**config.mk**
```make
export PLATFORM = sky130hd
export DESIGN_NAME = aes_mem_seq_flat
export DESIGN_NICKNAME = d
export VERILOG_FILES = /design/src/rtl/aes_mem_seq_if.sv /design/src/rtl/aes_mem_seq.sv /design/src/flat_wrapper.sv
export SDC_FILE = /design/constraint.sdc
export NUM_CORES = 1
export LEC_CHECK = 0
export BUFFER_PORTS_ARGS = -buffer_cell sky130_fd_sc_hd__clkbuf_2
export CAP_MARGIN = 20
export CORE_AREA = 5 5 226 228
export DETAILED_ROUTE_END_ITERATION = 7
export DIE_AREA = 0 0 231 233
export PLACE_DENSITY = 0.77
export SYNTH_ARGS = -nofsm -noshare
export SYNTH_HDL_FRONTEND = slang
export SYNTH_SLANG_ARGS = --single-unit
```
**constraint.sdc**
```tcl
create_clock -name clk -period 5.1 [get_ports clk]
set_input_delay 0.255 -clock clk [delete_from_list [all_inputs] [get_ports clk]]
set_output_delay 0.255 -clock clk [all_outputs]
set_load 0.005 [all_outputs]
```
**src/rtl/aes_mem_seq_if.sv**
```systemverilog
// aes_mem_seq_if: data-memory port and AES round-core handshake of the AES sequencer.
//
// master modport (sequencer side):
//   out: mem_addr, mem_read, mem_write, mem_wd   word access to dmem
//        aes_start, aes_decrypt, aes_block_in, aes_key   core command and operands
//   in : mem_gnt, mem_rd                         grant and combinational read data
//        aes_done, aes_block_out                 core completion and result
// slave modport: the same signals with the opposite directions (memory mux / core side).
interface aes_mem_seq_if #(
    parameter int unsigned ADDR_W = 32
);
    logic              mem_gnt;
    logic [ADDR_W-1:0] mem_addr;
    logic              mem_read;
    logic              mem_write;
    logic [31:0]       mem_wd;
    logic [31:0]       mem_rd;
    logic              aes_start;
    logic              aes_decrypt;
    logic [127:0]      aes_block_in;
    logic [127:0]      aes_key;
    logic              aes_done;
    logic [127:0]      aes_block_out;

    modport master (
        input  mem_gnt, mem_rd, aes_done, aes_block_out,
        output mem_addr, mem_read, mem_write, mem_wd,
        output aes_start, aes_decrypt, aes_block_in, aes_key
    );

    modport slave (
        output mem_gnt, mem_rd, aes_done, aes_block_out,
        input  mem_addr, mem_read, mem_write, mem_wd,
        input  aes_start, aes_decrypt, aes_block_in, aes_key
    );
endinterface

```
**src/rtl/aes_mem_seq.sv**
```systemverilog
// aes_mem_seq: memory-to-memory AES sequencer.
// Reads a 128-bit block and a 128-bit key from dmem (word k at base+4k, word 0 = bits
// [127:96]), starts the external AES core once and writes the 128-bit result to dmem.
// A dmem access completes only in a cycle with mem_gnt = 1, so the port can be shared.
//
// Ports:
//   clk, reset_n                   clock, asynchronous active-low reset
//   start, decrypt                 request and mode, latched in IDLE
//   src_addr, key_addr, dst_addr   byte addresses, must be word aligned
//   busy, done, err                status; err is only meaningful with the done pulse
//   bus (aes_mem_seq_if.master)    dmem port and AES core handshake
//
// Build option: define AES_SEQ_TIMEOUT_EN to give up with err = 1 when the core has not
// answered within TIMEOUT_CYCLES cycles of waiting.
module aes_mem_seq #(
    parameter int unsigned ADDR_W         = 32,
    parameter int unsigned TIMEOUT_CYCLES = 64
) (
    input  logic              clk,
    input  logic              reset_n,
    input  logic              start,
    input  logic              decrypt,
    input  logic [ADDR_W-1:0] src_addr,
    input  logic [ADDR_W-1:0] key_addr,
    input  logic [ADDR_W-1:0] dst_addr,
    output logic              busy,
    output logic              done,
    output logic              err,
    aes_mem_seq_if.master     bus
);

    typedef enum logic [2:0] {
        StIdle,
        StLdPt,
        StLdKey,
        StKick,
        StWait,
        StStCt,
        StDone
    } state_e;

    state_e            state_q, state_d;
    logic [1:0]        cnt_q, cnt_d;
    logic [ADDR_W-1:0] src_q, src_d;
    logic [ADDR_W-1:0] kad_q, kad_d;
    logic [ADDR_W-1:0] dst_q, dst_d;
    logic              dec_q, dec_d;
    logic              err_q, err_d;
    logic [127:0]      blk_q, blk_d;
    logic [127:0]      key_q, key_d;
    logic [127:0]      res_q, res_d;
    logic [ADDR_W-1:0] word_off;
    logic              misaligned;

`ifdef AES_SEQ_TIMEOUT_EN
    localparam int unsigned WdW = $clog2(TIMEOUT_CYCLES + 1);
    logic [WdW-1:0] wd_q, wd_d;
`else
    logic unused_timeout;
    assign unused_timeout = ^TIMEOUT_CYCLES;
`endif

    // Word 0 lives in the most significant 32 bits of the 128-bit value.
    function automatic logic [127:0] put_word(input logic [127:0] v, input logic [1:0] k,
                                              input logic [31:0] w);
        logic [127:0] r;
        r = v;
        r[32*(3-int'(k)) +: 32] = w;
        return r;
    endfunction

    function automatic logic [31:0] get_word(input logic [127:0] v, input logic [1:0] k);
        return v[32*(3-int'(k)) +: 32];
    endfunction

    assign word_off   = ADDR_W'({cnt_q, 2'b00});
    assign misaligned = |{src_addr[1:0], key_addr[1:0], dst_addr[1:0]};

    // Operands come straight from the registers so they stay put while the core runs.
    assign bus.aes_decrypt  = dec_q;
    assign bus.aes_block_in = blk_q;
    assign bus.aes_key      = key_q;

    always_ff @(posedge clk or negedge reset_n) begin
        if (!reset_n) begin
            state_q <= StIdle;
            cnt_q   <= '0;
            src_q   <= '0;
            kad_q   <= '0;
            dst_q   <= '0;
            dec_q   <= 1'b0;
            err_q   <= 1'b0;
            blk_q   <= '0;
            key_q   <= '0;
            res_q   <= '0;
`ifdef AES_SEQ_TIMEOUT_EN
            wd_q    <= '0;
`endif
        end else begin
            state_q <= state_d;
            cnt_q   <= cnt_d;
            src_q   <= src_d;
            kad_q   <= kad_d;
            dst_q   <= dst_d;
            dec_q   <= dec_d;
            err_q   <= err_d;
            blk_q   <= blk_d;
            key_q   <= key_d;
            res_q   <= res_d;
`ifdef AES_SEQ_TIMEOUT_EN
            wd_q    <= wd_d;
`endif
        end
    end

    always_comb begin
        state_d = state_q;
        cnt_d   = cnt_q;
        src_d   = src_q;
        kad_d   = kad_q;
        dst_d   = dst_q;
        dec_d   = dec_q;
        err_d   = err_q;
        blk_d   = blk_q;
        key_d   = key_q;
        res_d   = res_q;
`ifdef AES_SEQ_TIMEOUT_EN
        wd_d    = wd_q;
`endif
        busy          = 1'b0;
        done          = 1'b0;
        err           = 1'b0;
        bus.mem_addr  = '0;
        bus.mem_read  = 1'b0;
        bus.mem_write = 1'b0;
        bus.mem_wd    = '0;
        bus.aes_start = 1'b0;

        unique case (state_q)
            StIdle: begin
                if (start) begin
                    src_d = src_addr;
                    kad_d = key_addr;
                    dst_d = dst_addr;
                    dec_d = decrypt;
                    cnt_d = '0;
                    err_d = misaligned;
                    // A bad address is reported without touching memory.
                    state_d = misaligned ? StDone : StLdPt;
                end
            end
            StLdPt: begin
                busy         = 1'b1;
                bus.mem_read = 1'b1;
                bus.mem_addr = src_q + word_off;
                if (bus.mem_gnt) begin
                    blk_d = put_word(blk_q, cnt_q, bus.mem_rd);
                    cnt_d = cnt_q + 2'd1;
                    if (cnt_q == 2'd3) state_d = StLdKey;
                end
            end
            StLdKey: begin
                busy         = 1'b1;
                bus.mem_read = 1'b1;
                bus.mem_addr = kad_q + word_off;
                if (bus.mem_gnt) begin
                    key_d = put_word(key_q, cnt_q, bus.mem_rd);
                    cnt_d = cnt_q + 2'd1;
                    if (cnt_q == 2'd3) state_d = StKick;
                end
            end
            StKick: begin
                busy          = 1'b1;
                bus.aes_start = 1'b1;
`ifdef AES_SEQ_TIMEOUT_EN
                wd_d          = '0;
`endif
                state_d       = StWait;
            end
            StWait: begin
                busy = 1'b1;
                if (bus.aes_done) begin
                    res_d   = bus.aes_block_out;
                    state_d = StStCt;
                end
`ifdef AES_SEQ_TIMEOUT_EN
                else if (wd_q == WdW'(TIMEOUT_CYCLES - 1)) begin
                    err_d   = 1'b1;
                    state_d = StDone;
                end else begin
                    wd_d = wd_q + 1'b1;
                end
`endif
            end
            StStCt: begin
                busy          = 1'b1;
                bus.mem_write = 1'b1;
                bus.mem_addr  = dst_q + word_off;
                bus.mem_wd    = get_word(res_q, cnt_q);
                if (bus.mem_gnt) begin
                    cnt_d = cnt_q + 2'd1;
                    if (cnt_q == 2'd3) state_d = StDone;
                end
            end
            StDone: begin
                done    = 1'b1;
                err     = err_q;
                // start is not looked at here, so a request in this cycle is dropped.
                state_d = StIdle;
            end
            default: state_d = StIdle;
        endcase
    end

endmodule
```
**src/flat_wrapper.sv**
```systemverilog
// flat-port wrapper written by rule: the top's interface ports become plain ports
module aes_mem_seq_flat 
#(
    parameter int unsigned ADDR_W         = 32,
    parameter int unsigned TIMEOUT_CYCLES = 64
)
  (clk, reset_n, start, decrypt, src_addr, key_addr, dst_addr, busy, done, err, bus_mem_gnt, bus_mem_rd, bus_aes_done, bus_aes_block_out, bus_mem_addr, bus_mem_read, bus_mem_write, bus_mem_wd, bus_aes_start, bus_aes_decrypt, bus_aes_block_in, bus_aes_key);
  aes_mem_seq_if #(.ADDR_W(ADDR_W)) bus_i ();
  input  logic clk;
  input  logic reset_n;
  input  logic start;
  input  logic decrypt;
  input  logic [ADDR_W-1:0] src_addr;
  input  logic [ADDR_W-1:0] key_addr;
  input  logic [ADDR_W-1:0] dst_addr;
  output logic busy;
  output logic done;
  output logic err;
  input wire logic [$bits(bus_i.mem_gnt)-1:0] bus_mem_gnt;
  input wire logic [$bits(bus_i.mem_rd)-1:0] bus_mem_rd;
  input wire logic [$bits(bus_i.aes_done)-1:0] bus_aes_done;
  input wire logic [$bits(bus_i.aes_block_out)-1:0] bus_aes_block_out;
  output wire logic [$bits(bus_i.mem_addr)-1:0] bus_mem_addr;
  output wire logic [$bits(bus_i.mem_read)-1:0] bus_mem_read;
  output wire logic [$bits(bus_i.mem_write)-1:0] bus_mem_write;
  output wire logic [$bits(bus_i.mem_wd)-1:0] bus_mem_wd;
  output wire logic [$bits(bus_i.aes_start)-1:0] bus_aes_start;
  output wire logic [$bits(bus_i.aes_decrypt)-1:0] bus_aes_decrypt;
  output wire logic [$bits(bus_i.aes_block_in)-1:0] bus_aes_block_in;
  output wire logic [$bits(bus_i.aes_key)-1:0] bus_aes_key;
  assign bus_i.mem_gnt = bus_mem_gnt;
  assign bus_i.mem_rd = bus_mem_rd;
  assign bus_i.aes_done = bus_aes_done;
  assign bus_i.aes_block_out = bus_aes_block_out;
  assign bus_mem_addr = bus_i.mem_addr;
  assign bus_mem_read = bus_i.mem_read;
  assign bus_mem_write = bus_i.mem_write;
  assign bus_mem_wd = bus_i.mem_wd;
  assign bus_aes_start = bus_i.aes_start;
  assign bus_aes_decrypt = bus_i.aes_decrypt;
  assign bus_aes_block_in = bus_i.aes_block_in;
  assign bus_aes_key = bus_i.aes_key;
  aes_mem_seq #(.ADDR_W(ADDR_W), .TIMEOUT_CYCLES(TIMEOUT_CYCLES)) u_core (.clk(clk), .reset_n(reset_n), .start(start), .decrypt(decrypt), .src_addr(src_addr), .key_addr(key_addr), .dst_addr(dst_addr), .busy(busy), .done(done), .err(err), .bus(bus_i));
endmodule
```
[Yosys cells after proc, flatten, opt, wreduce, memory -nomap -nowiden]
Index checks and enable logic that the tools add are counted.
Storage, ports and cells
  register bits: 487
  logic and storage cells: 70
  output and inout port bits: 327
  bits of input ports: 262
Operators by class
  muxes and demuxes: 23
  reductions and logical operators: 12
  shift operators: 3
  equal/unequal tests: 16
  add/subtract/negate cells: 6
Operators by type and width (number)
  128-bit bitwise mux: 2
  32-bit by 33-bit variable shift with 128-bit output (first input constant): 1
  128-bit by 32-bit indexed part select with 32-bit output: 1
  32-bit by 33-bit indexed part select with 128-bit output: 1
  32-bit by 4-bit adder with 32-bit output: 3
  32-bit case mux with 3 select lines: 1
  32-bit negation with 33-bit output: 1
  32-bit two-way mux: 1
  3-bit two-way mux: 9
  3-bit case mux with 6 select lines: 1
  2-bit inequality test (second input constant): 5
  3-bit == test (second input constant): 3
  2-bit by 1-bit inequality test with 1-bit output (second input constant): 4
  2-bit AND reduction: 4
  8-bit AND reduction: 1
  3-bit by 2-bit == test with 1-bit output (second input constant): 2
  1-bit two-way mux: 6
  6-bit OR reduction: 1
  5-bit OR reduction: 1
  2-bit two-way mux: 2
  2-bit case mux with 2 select lines: 1
  3-bit by 1-bit == test with 1-bit output (second input constant): 1
  3-bit logical NOT: 1
  3-bit AND reduction: 1
  6 further kinds: 6

[Depth between registers and ports, before layout]
  word-level depth: 4
  mapped depth: 17
  depth with buffers taken out: 11

[Worst setup path before layout]
No wires, ideal clock.
  path kind: reg-to-output
  start: register u_core.state_q[2]
  end: output port bus_mem_addr[22]
  stages on the path, launching flop included: 17
  path buffers: 6
  required time: 4845 ps
  slack: 1172 ps
  arrival time: 3673 ps
  path through: dfrtp_1 -> buf_2 -> buf_4 -> buf_2 -> buf_2 -> buf_1 -> nor3_1 -> o21ai_0 -> o311a_1 -> ha_1 -> inv_1 -> fa_1 -> nor3_2 -> nand4_2 -> buf_2 -> or3b_1 -> a21oi_1
Between the ends
  word-level cells in the longest chain between the ends: 2
  elaborated cells on any way between the ends: 4
  those cells by class: eq/ne (3); mux (1)
Ends and longest elaborated chain
  start: declaration: RTL line aes_mem_seq.sv:42  | state_e state_q, state_d;
  start signal: assignment: RTL line aes_mem_seq.sv:86  | state_q <= StIdle;
  start signal: assignment: RTL line aes_mem_seq.sv:100  | state_q <= state_d;
  3-bit == test, or another cell as far along: RTL line aes_mem_seq.sv:139  | unique case (state_q)
  32-bit case mux with 3 select lines *: RTL line aes_mem_seq.sv:139
  end: declaration: RTL line flat_wrapper.sv:23  | output wire logic [$bits(bus_i.mem_addr)-1:0] bus_mem_addr;
Mark *: on every way between the ends. The rest lies on a longest branch, timed or not.

[Final worst setup path]
  start: register u_core.state_q[2]
  end: output port bus_mem_addr[31]
Same word-level chain as after synthesis.

==> out/results.ini <==
[synthesis]
dominantRegCellSynth = dfrtp_1
yosysTopAreaCellShare = 0.5707
netlist_area_mm2 = 0.02135
number_of_enable_type_register_cells_in_the_synthesized_netlist = 0
netlist_top_cells_area = dfrtp_1 57%, mux2_2 12%, nand2_1 7.2%
synth.ff_latch_count = 487
synth_cell_type_count = 60
post_synth_inst_count = 1924
post-synth-top-area-cell = dfrtp_1
ys_warn_count = 0
synth-async-reset-ratio = 1.000
synth_area_per_cell_um2 = 11.10
syn-num-nets = 2194
sequential_cell_area_fraction_in_the_yosys_report = 0.5707

[final_layout]
area.growth.synth_to_final_pct = 37.09
drive_above_1_share = 0.3630
final_common_cell = clkbuf_2
design.final.nets = 2982
final-instance-count-excl-fill = 3383
mostFrequentLayoutCells = 587 x clkbuf_2, 482 x dfrtp_1, 402 x nand2_1
fillerInstances = 3639

[global_route]
wire_length_of_the_first_global_routing_pass_um = 120500
grt_max_degree = 151
number_of_global_route_vias_before_repair = 20390
grt-ovfl-total = 0
global_route.usage.total = 0.2849
antenna_found_initial = 7

[run_status]
run_status = finished clean

[power]
switching_share_of_power = 0.3736
p_int_uw = 10690
sequentialPowerShare = 0.367
leakagePower_uw = 0.01361
clkPwrFrac = 0.238
vdd_ir_drop_max_v = 0.0003557
power-per-cell-area_mw_per_mm2 = 583.1
power.switching_uw = 6378
power.share.combinational = 0.395

[critical_path]
worst_r2r_startpoint = u_core.state_q[0]
cp_slowest_cell = or4_1
critPathLaunchType = flop
setup.worst_path.end_class = output pin
timing.critical_path.required_ns = 4.85
critical-path-max-stage-delay_ns = 0.71
path_cells = nand2b_1, o22ai_1, nand2_1, o311a_1, ha_1, a21oi_1, nor3_2, nand4_1, or4_1, a21oi_1, clkbuf_2
timing_worst_setup_path_type = reg2out
worst-path-buf-inv = 1
timing.critical_path.mode_cell = a21oi_1
arrival_ns = 4.45
regToRegEndpoint = u_core.bus.aes_block_in[47]
worst_reg2reg_path_depth = 7
reg2reg_setup_slack_ns = 1.00
critPathLaunch = u_core.state_q[2]
critical_path.top_delay_family = simple AND/OR/NAND/NOR gates
cp_max_fo = 27

[clocking]
path_clk_slew_ns = 0.06
clock_tree_from_tritoncts = done
post_cts.repair.setup_buffers = 0
cts-root-buf = clkbuf_16
total_clock_buffers_created_by_cts = 51
max-clock-path-buffers = 3
cts_max_level = 2
clock_latency_ns = 0.60
cts_sinks = 487

[route]
drt_wl_total_um = 78370
wl_per_cell_um = 23.17
vias_per_cell = 5.666
drt_pre_antenna_iters = 6
antenna_violating_nets_post_route = 0
drt_iter0_drc = 1850
drc_errors = 0
route.vias.total = 19170

[placement]
placement.io_buffers = 588
dp_worst_setup_slack_ns = 0.8472
place_congestion = 0.8955
numPlacedInstances = 3021
hpwl_um = 48840

[timing]
final-max-slew-violation-count = 0
setup_viol = 0
layout_setup_ws_ns = 0.3928
skew_ns = 0.03005
worstMarginPinSlew_ns = 1.030
timing.final.crit_share = 0.9230
rsz_0062_raised_after_global_routing = false
timing.final.hold_violations = 0
layout_min_cycle_time_ns = 4.707
achievable-frequency_ghz = 0.2124
final_total_negative_setup_slack_ns = 0
slew_headroom = 0.3118

[min_path]
min_delay_path_depth = 3
hold_class = in2reg
hold_path_end = u_core.bus.aes_key[30]
timing.hold.worst.start = bus_mem_rd[30]

[die]
die_area_mm2 = 0.05382
rows = 81
core_area_mm2 = 0.04865
floorplan.io_pins = 589
floorplan.initialDensity = 0.4390
floorplan.die.height_um = 233
dieWidth_um = 231

[run]
drv.max_cap_violation_count = 0

[worst max path at each step]
stage          slack, ns                          end  depth (start not counted)
3_5_place_dp        0.85  u_core.bus.aes_block_in[31]                          5
4_1_cts             0.21             bus_mem_addr[26]                         10
6_report            0.39             bus_mem_addr[31]                         11
2_1_floorplan       1.17             bus_mem_addr[22]                         16
5_1_grt             0.04             bus_mem_addr[31]                         11
3_3_place_gp        1.05             bus_mem_addr[28]                         10
[kinds of logic (layout without fill, tap and decap cells)]
kind of cell | Yosys count | count (layout) | share of synthesized area
AND/OR/NAND/NOR | 615 | 615 | 0.1297
buffers and inverters | 150 | 978 | 0.03117
adder cells (fa/ha/maj) | 8 | 8 | 0.005039
other | 0 | 9 | 0
flip-flops | 487 | 487 | 0.5707
AO/OA/AOI/OAI | 392 | 392 | 0.1045
multiplexers | 261 | 261 | 0.1544
XOR/XNOR | 11 | 11 | 0.004512
[power groups by stage]
stage                     Combinational [µW]  Clock [µW]  Sequential, µW
after global routing                    7270        4260            6380
after floorplan                         4230           0            5830
after detailed placement                6290           0            6160
after CTS                               6490        4080            6120
final                                   6740        4060            6270
after global placement                  6100           0            6080
[metal layers]
metal / routed length (µm) / track usage / vias to the layer above
li1: - / - / 8301
met1: 28380 / 0.3407 / 9452
met2: 38670 / 0.4819 / 1084
met3: 6534 / 0.06333 / 328
met4: 4768 / 0.1542 / 2
met5: 13 / 0 / -
[registers in the layout, indices dropped and copies added, names as in the netlist, 2 cells and up]
signal / count
u_core.src_q: 32
u_core.cnt_q: 2
u_core.bus.aes_block_in: 128
u_core.state_q: 3
u_core.res_q: 128
u_core.dst_q: 32
u_core.kad_q: 32
u_core.bus.aes_key: 128
[through the flow]
step / hold slack [ns] / utilization / power, µW / instance area, µm²
6_report: 0.04025 / 0.6018 / 17070 / 29270
3_5_place_dp: 0.3637 / 0.5097 / 12460 / 24800
4_1_cts: 0.004776 / 0.6001 / 16690 / 29190
2_1_floorplan: -0.04059 / - / 10060 / 21350
3_3_place_gp: 0.3650 / 0.5093 / 12180 / 24780
5_1_grt: 0.02753 / 0.6017 / 17910 / 29270
[synth_stat cells, types with 3 or more instances]
| cell type | instances |
|---|---|
| or3_1 | 20 |
| ha_1 | 7 |
| nor2_1 | 31 |
| and3_1 | 35 |
| xnor2_1 | 7 |
| o22a_1 | 16 |
| nand4_1 | 5 |
| buf_4 | 7 |
| inv_1 | 10 |
| o211ai_1 | 15 |
| o21ai_0 | 258 |
| nand2_1 | 410 |
| or4_1 | 6 |
| xor2_1 | 4 |
| o22ai_1 | 15 |
| a21oi_1 | 16 |
| nand3_1 | 5 |
| o21a_1 | 14 |
| dfrtp_1 | 487 |
| buf_1 | 3 |
| nor3_1 | 46 |
| o21ai_1 | 26 |
| nor2b_1 | 27 |
| buf_6 | 3 |
| a211oi_1 | 7 |
| nand2b_1 | 4 |
| o31ai_1 | 6 |
| mux2_2 | 227 |
| o311a_1 | 3 |
| nor4_1 | 3 |
| mux4_2 | 32 |
| clkbuf_1 | 82 |
| nor3b_1 | 6 |
| buf_2 | 43 |
| a211oi_2 | 4 |
[final cells by class]
cell class / instances / area, µm² / area share
antenna: 9 / 22.52 / 0.0007693
clock buffer: 66 / 1424 / 0.04864
clock inverter: 27 / 399.1 / 0.01363
inverter: 12 / 45.04 / 0.001539
multi-input combinational: 1287 / 8571 / 0.2928
sequential: 487 / 12200 / 0.4166
tap: 622 / 778.2 / 0.02658
timing repair buffer: 873 / 5839 / 0.1995
[repair_timing]
item                                    4_1_cts  5_1_grt
gates resized for setup                       0        3
hold buffers                                257        0
endpoints found under the setup margin        0        6
hold endpoints to repair                    473        0
[worst reg2reg max path: cells and delay by family (launching register included)]
kind                   cells  cell delay, ns
and+or+nand+nor            4            1.97
buffers and inverters      2            1.10
DFF                        1            0.74
AOI/OAI and AO/OA          1            0.16
Note: power is estimated with default switching activity, not from simulation.
